<file path="src/rtl/nv_nvdla_partition_reset_seq_if.sv">
// Soft-reset handshake and partition reset fan-out bundle for the partition reset sequencer.
`timescale 1ns/1ps
interface nv_nvdla_partition_reset_seq_if #(
    parameter int NUM_PART = 4
);
    logic                soft_rst_req;
    logic                soft_rst_ack;
    logic [NUM_PART-1:0] part_rstn;
    logic                seq_busy;
    logic                all_released;

    modport master (
        output soft_rst_req,
        input  soft_rst_ack,
        input  part_rstn,
        input  seq_busy,
        input  all_released
    );

    modport slave (
        input  soft_rst_req,
        output soft_rst_ack,
        output part_rstn,
        output seq_busy,
        output all_released
    );
endinterface

</file>
<file path="src/rtl/nv_nvdla_partition_reset_seq.sv">
// Fans the synced core reset out to NUM_PART partition resets with staggered release,
// and re-runs the sequence on a software soft-reset request/ack handshake.
//
// state | meaning
// HOLD  | all partitions held in reset, counting the hold window
// REL   | releasing partitions one per STAGGER cycles
// RUN   | all released, idle; watches for a soft-reset request
// ACK   | soft sequence done, ack high until the request drops
`timescale 1ns/1ps
module nv_nvdla_partition_reset_seq #(
    parameter int NUM_PART = 4,
    parameter int HOLD_MIN = 16,
    parameter int STAGGER  = 8
) (
    input  logic                           nvdla_clk,
    input  logic                           nvdla_core_rstn,
    input  logic                           test_mode,
    nv_nvdla_partition_reset_seq_if.slave  rst_if
);

    localparam int CNT_RANGE = (HOLD_MIN > STAGGER) ? HOLD_MIN : STAGGER;
    localparam int CNT_W     = $clog2(CNT_RANGE) + 1;
    localparam int IDX_W     = (NUM_PART > 1) ? $clog2(NUM_PART) : 1;

    localparam logic [CNT_W-1:0]    HOLD_LAST      = CNT_W'(HOLD_MIN - 1);
    localparam logic [CNT_W-1:0]    HOLD_LAST_SOFT = CNT_W'(HOLD_MIN);
    localparam logic [CNT_W-1:0]    STAG_LAST      = CNT_W'(STAGGER - 1);
    localparam logic [CNT_W-1:0]    CNT_SAT        = {CNT_W{1'b1}};
    localparam logic [IDX_W-1:0]    IDX_LAST       = IDX_W'(NUM_PART - 1);
    localparam logic [NUM_PART-1:0] PART_ONE       = NUM_PART'(1);

    typedef enum logic [1:0] {HOLD, REL, RUN, ACK} state_t;

    state_t              state, state_n;
    logic [CNT_W-1:0]    cnt, cnt_n, cnt_inc;
    logic [IDX_W-1:0]    idx, idx_n;
    logic [NUM_PART-1:0] part_rstn_q, part_n;
    logic                ack, ack_n;
    logic                all_rel, all_n;
    logic                soft_flow, flow_n;

    assign cnt_inc = (cnt == CNT_SAT) ? cnt : cnt + 1'b1;

    always_ff @(posedge nvdla_clk or negedge nvdla_core_rstn) begin
        if (!nvdla_core_rstn) begin
            state       <= HOLD;
            cnt         <= '0;
            idx         <= '0;
            part_rstn_q <= '0;
            ack         <= 1'b0;
            all_rel     <= 1'b0;
            soft_flow   <= 1'b0;
        end else begin
            state       <= state_n;
            cnt         <= cnt_n;
            idx         <= idx_n;
            part_rstn_q <= part_n;
            ack         <= ack_n;
            all_rel     <= all_n;
            soft_flow   <= flow_n;
        end
    end

    always_comb begin
        state_n = state;
        cnt_n   = cnt_inc;
        idx_n   = idx;
        part_n  = part_rstn_q;
        ack_n   = ack;
        all_n   = all_rel;
        flow_n  = soft_flow;
        case (state)
            HOLD: begin
                // Soft-reset entry holds one cycle longer than power-on.
                if (cnt == (soft_flow ? HOLD_LAST_SOFT : HOLD_LAST)) begin
                    part_n = part_rstn_q | PART_ONE;
                    cnt_n  = '0;
                    idx_n  = IDX_W'(1);
                    if (NUM_PART == 1) begin
                        all_n   = 1'b1;
                        ack_n   = soft_flow;
                        state_n = soft_flow ? ACK : RUN;
                    end else begin
                        state_n = REL;
                    end
                end
            end
            REL: begin
                if (cnt == STAG_LAST) begin
                    part_n = part_rstn_q | (PART_ONE << idx);
                    cnt_n  = '0;
                    idx_n  = idx + 1'b1;
                    if (idx == IDX_LAST) begin
                        all_n   = 1'b1;
                        ack_n   = soft_flow;
                        state_n = soft_flow ? ACK : RUN;
                    end
                end
            end
            RUN: begin
                cnt_n = cnt;
                if (rst_if.soft_rst_req && !ack) begin
                    part_n  = '0;
                    all_n   = 1'b0;
                    cnt_n   = '0;
                    flow_n  = 1'b1;
                    state_n = HOLD;
                end
            end
            ACK: begin
                cnt_n = cnt;
                if (!rst_if.soft_rst_req) begin
                    ack_n   = 1'b0;
                    flow_n  = 1'b0;
                    state_n = RUN;
                end
            end
            default: state_n = HOLD;
        endcase
    end

    assign rst_if.part_rstn    = test_mode ? {NUM_PART{nvdla_core_rstn}} : part_rstn_q;
    assign rst_if.soft_rst_ack = ack;
    assign rst_if.seq_busy     = (state != RUN);
    assign rst_if.all_released = all_rel;

endmodule

</file>
<file path="src/flat_wrapper.sv">
// flat-port wrapper written by rule: the top's interface ports become plain ports
module nv_nvdla_partition_reset_seq_flat 
#(
    parameter int NUM_PART = 4,
    parameter int HOLD_MIN = 16,
    parameter int STAGGER  = 8
)
  (nvdla_clk, nvdla_core_rstn, test_mode, rst_if_soft_rst_req, rst_if_soft_rst_ack, rst_if_part_rstn, rst_if_seq_busy, rst_if_all_released);
  nv_nvdla_partition_reset_seq_if #(.NUM_PART(NUM_PART)) rst_if_i ();
  input  logic nvdla_clk;
  input  logic nvdla_core_rstn;
  input  logic test_mode;
  input wire logic [$bits(rst_if_i.soft_rst_req)-1:0] rst_if_soft_rst_req;
  output wire logic [$bits(rst_if_i.soft_rst_ack)-1:0] rst_if_soft_rst_ack;
  output wire logic [$bits(rst_if_i.part_rstn)-1:0] rst_if_part_rstn;
  output wire logic [$bits(rst_if_i.seq_busy)-1:0] rst_if_seq_busy;
  output wire logic [$bits(rst_if_i.all_released)-1:0] rst_if_all_released;
  assign rst_if_i.soft_rst_req = rst_if_soft_rst_req;
  assign rst_if_soft_rst_ack = rst_if_i.soft_rst_ack;
  assign rst_if_part_rstn = rst_if_i.part_rstn;
  assign rst_if_seq_busy = rst_if_i.seq_busy;
  assign rst_if_all_released = rst_if_i.all_released;
  nv_nvdla_partition_reset_seq #(.NUM_PART(NUM_PART), .HOLD_MIN(HOLD_MIN), .STAGGER(STAGGER)) u_core (.nvdla_clk(nvdla_clk), .nvdla_core_rstn(nvdla_core_rstn), .test_mode(test_mode), .rst_if(rst_if_i));
endmodule
</file>
<file path="config.mk">
export PLATFORM = sky130hd
export DESIGN_NAME = nv_nvdla_partition_reset_seq_flat
export DESIGN_NICKNAME = d
export VERILOG_FILES = /design/src/rtl/nv_nvdla_partition_reset_seq_if.sv /design/src/rtl/nv_nvdla_partition_reset_seq.sv /design/src/flat_wrapper.sv
export SDC_FILE = /design/constraint.sdc
export NUM_CORES = 1
export LEC_CHECK = 0
export CAP_MARGIN = 40
export CORE_MARGIN = 5
export CORE_UTILIZATION = 59
export DETAILED_ROUTE_END_ITERATION = 10
export PLACE_DENSITY = 0.82
export RECOVER_POWER = 50
export SLEW_MARGIN = 20
export SYNTH_ARGS = -nofsm -noshare
export SYNTH_HDL_FRONTEND = slang
export SYNTH_SLANG_ARGS = --single-unit
</file>
<file path="constraint.sdc">
create_clock -name nvdla_clk -period 2.71 [get_ports nvdla_clk]
set_clock_uncertainty 0.1 [all_clocks]
set_input_delay 0.271 -clock nvdla_clk [delete_from_list [all_inputs] [get_ports nvdla_clk]]
set_output_delay 0.271 -clock nvdla_clk [all_outputs]
set_load 0.05 [all_outputs]
</file>
==> key figures <==
Run status
  – Outcome: finished, final reports clean

Placed design
  – Port bufs: 10
  – RD Place Congestion: 0.833
  – Inst Count DP: 154
  – Final HPWL DP: 1740 um

Detailed routing
  – Pre-antenna DRT Iters: 4
  – DR vias: 943
  – Post-DR wirelength/cell: 14.5 um
  – Iteration-0 DRC Markers: 29
  – Avg Vias per Cell: 5.97
  – Remaining antenna violation count after routing: 0
  – WL final: 2300 um
  – DRC errors left: 0

Global route
  – GRT Total Usage: 0.197
  – Vias in the first global route: 941
  – Largest net degree at the start of global routing: 18
  – First-pass GRT wire length: 4020 um
  – Remaining global-route overflow: 0
  – Initial antenna violation count: 0

Pwr
  – Total power: 1.52 mW
  – Pleak: 0.564 nW
  – Max rail drop VDD: 0.795 mV
  – Power Dens Cells: 1230 nW/um2

Layout
  – Fin cells: 158
  – Most frequent cells in the layout: dfrtp_1, a21oi_1, inv_1, ha_1
  – Area Growth Syn to Fin: 15.5%
  – Commonest non-fill, non-tap cell in the layout: dfrtp_1
  – Layout cells sized above 1: 0.0902
  – Layout Utilization: 0.719
  – Number of diodes: 0
  – Fin nets: 149

CTS
  – Number of cells upsized or downsized after cts: 0
  – Post-CTS setup buffer count: 0
  – Hold Buf Count CTS: 0
  – Clock sinks: 16
  – Reg clk slew, reported paths: 90 ps
  – Worst-Skew Late Latency: 300 ps
  – Clock Tree Root: clkbuf_4
  – H-tree level count: 1
  – CTS tree: yes
  – TritonCTS buffer count: 3
  – Max Root-Sink Buffers: 2

Logic synthesis
  – Synth top area cells: dfrtp_1, ha_1, a21oi_1
  – Synth top area share: 0.373
  – Synthesized area: 1070 um2
  – Mapped Nets: 137
  – Post-Syn Area per Cell: 8.81 um2
  – YS warnings: 0
  – Register area share after synthesis: 0.373
  – EDFF count, synth: 0
  – Post-synthesis cell type count: 35
  – Leading area contributor after synthesis: dfrtp_1
  – Top_reg_cell synth: dfrtp_1
  – Register bit count reported by yosys: 16
  – Mapped Cells: 122
  – Async S/R FF share, synth: 1.00

Setup path
  – Setup crit end kind: primary output
  – Top delay family on crit path: buffers and inverters
  – Crit start category: flip-flop
  – Buffer and inverter count on the worst path: 3
  – Crit-path cells: inv_1, ha_1, inv_1, clkdlybuf4s50_1
  – Critical Path Slowest Stage Cell: clkdlybuf4s50_1
  – CP Max Fanout: 5
  – WP data arrival: 2040 ps
  – Worst setup path category: flip-flop to primary output
  – Worst path most repeated cell: inv_1
  – CP peak stage delay: 810 ps
  – Data required, critical path: 2340 ps

STA
  – Slew @ Worst Pin: 598 ps
  – Setup TNS: 0 ps
  – Hold Slack: 269 ps
  – Slew HR: 0.599
  – Setup violators final: 0
  – Fin. max-slew vios: 0
  – Fin crit period: 2410 ps
  – Tcrit/Tclk final: 0.890
  – Max Fclk: 415 MHz
  – Final Hold Vio Count: 0
  – RSZ-0062 raised after global routing: no

Floorplanning
  – Initial Util: 0.622
  – Rows: 15
  – Die X: 52.7 um
  – DIE AREA: 2780 um2
  – IO Pins: 11
  – Core area: 1730 um2
  – Die Ht: 52.7 um

Flow run
  – Max-cap viol count: 0

Min path
  – Worst hold path class: primary input to asynchronous set/reset pin
==> final timing paths <==
check	cells past startpoint	end	slack, ps	start
hold / removal	2	u_core.cnt[2]	270	nvdla_core_rstn
setup / recovery	4	rst_if_seq_busy	300	u_core.state[0]
max in group asynchronous	2	u_core.rst_if.soft_rst_ack	2060	nvdla_core_rstn
min in group nvdla_clk	1	u_core.rst_if.all_released	410	u_core.rst_if.all_released
setup reg to reg	6	u_core.rst_if.all_released	630	u_core.state[1]
hold reg to reg	1	u_core.rst_if.all_released	410	u_core.rst_if.all_released
==> cells by family (layout without fill, tap and decap cells) <==
kind of cell	count (synthesis)	count (layout)	share of synthesized area
xor+xnor	1	1	0.00815
simple gates	39	39	0.187
mux	6	6	0.0570
fa+ha+maj	11	11	0.128
buf+inv	16	27	0.0570
flops	16	16	0.373
compound gates	33	33	0.190
==> per-layer routing <==
layer,vias to the layer above,share of wire,GRT usage
li1,455,-,-
met1,453,0.46,0.241
met2,26,0.46,0.329
met3,9,0.052,0.0399
met4,0,0.025,0.0936
met5,-,0,0
==> through the flow <==
step / instance area [um2] / setup WS (ps)
3_5_place_dp: 1240 / 598
6_report: 1240 / 298
2_1_floorplan: 1070 / 887
5_1_grt: 1240 / 227
4_1_cts: 1270 / 312
3_3_place_gp: 1240 / 698
==> cell type report <==
type	instances	area, um2
timing repair buffer	11	115
sequential	16	400
tap	25	31.3
multi-input combinational	90	613
clock buffer	4	36.3
fill	143	485
inverter	12	45.0
==> cells in the mapped netlist (2+ instances only) <==
| library cell | n |
|---|---|
| mux2i_1 | 5 |
| nor2b_1 | 2 |
| nor3_1 | 2 |
| o21ai_0 | 8 |
| inv_1 | 11 |
| nor2_1 | 10 |
| a41oi_1 | 2 |
| nand4_1 | 5 |
| a31oi_1 | 2 |
| a21oi_1 | 12 |
| dfrtp_1 | 16 |
| clkbuf_1 | 3 |
| nand2_1 | 10 |
| nand3_1 | 3 |
| ha_1 | 11 |
==> state kept, by name, indices dropped and copies added, names as in the netlist <==
signal                      count
u_core.cnt                      5
u_core.part_rstn_q              4
u_core.idx                      2
u_core.state                    2
u_core.rst_if.all_released      1
u_core.rst_if.soft_rst_ack      1
u_core.soft_flow                1
==> power by group <==
group	leakage [nW]	switching, mW	total (mW)	internal, mW
registers	0.193	0.101	0.434	0.333
clock network	0.0210	0.0807	0.163	0.0821
logic	0.350	0.572	0.927	0.354
total	0.564	0.754	1.52	0.770
Power figures use the tool's default switching activity.
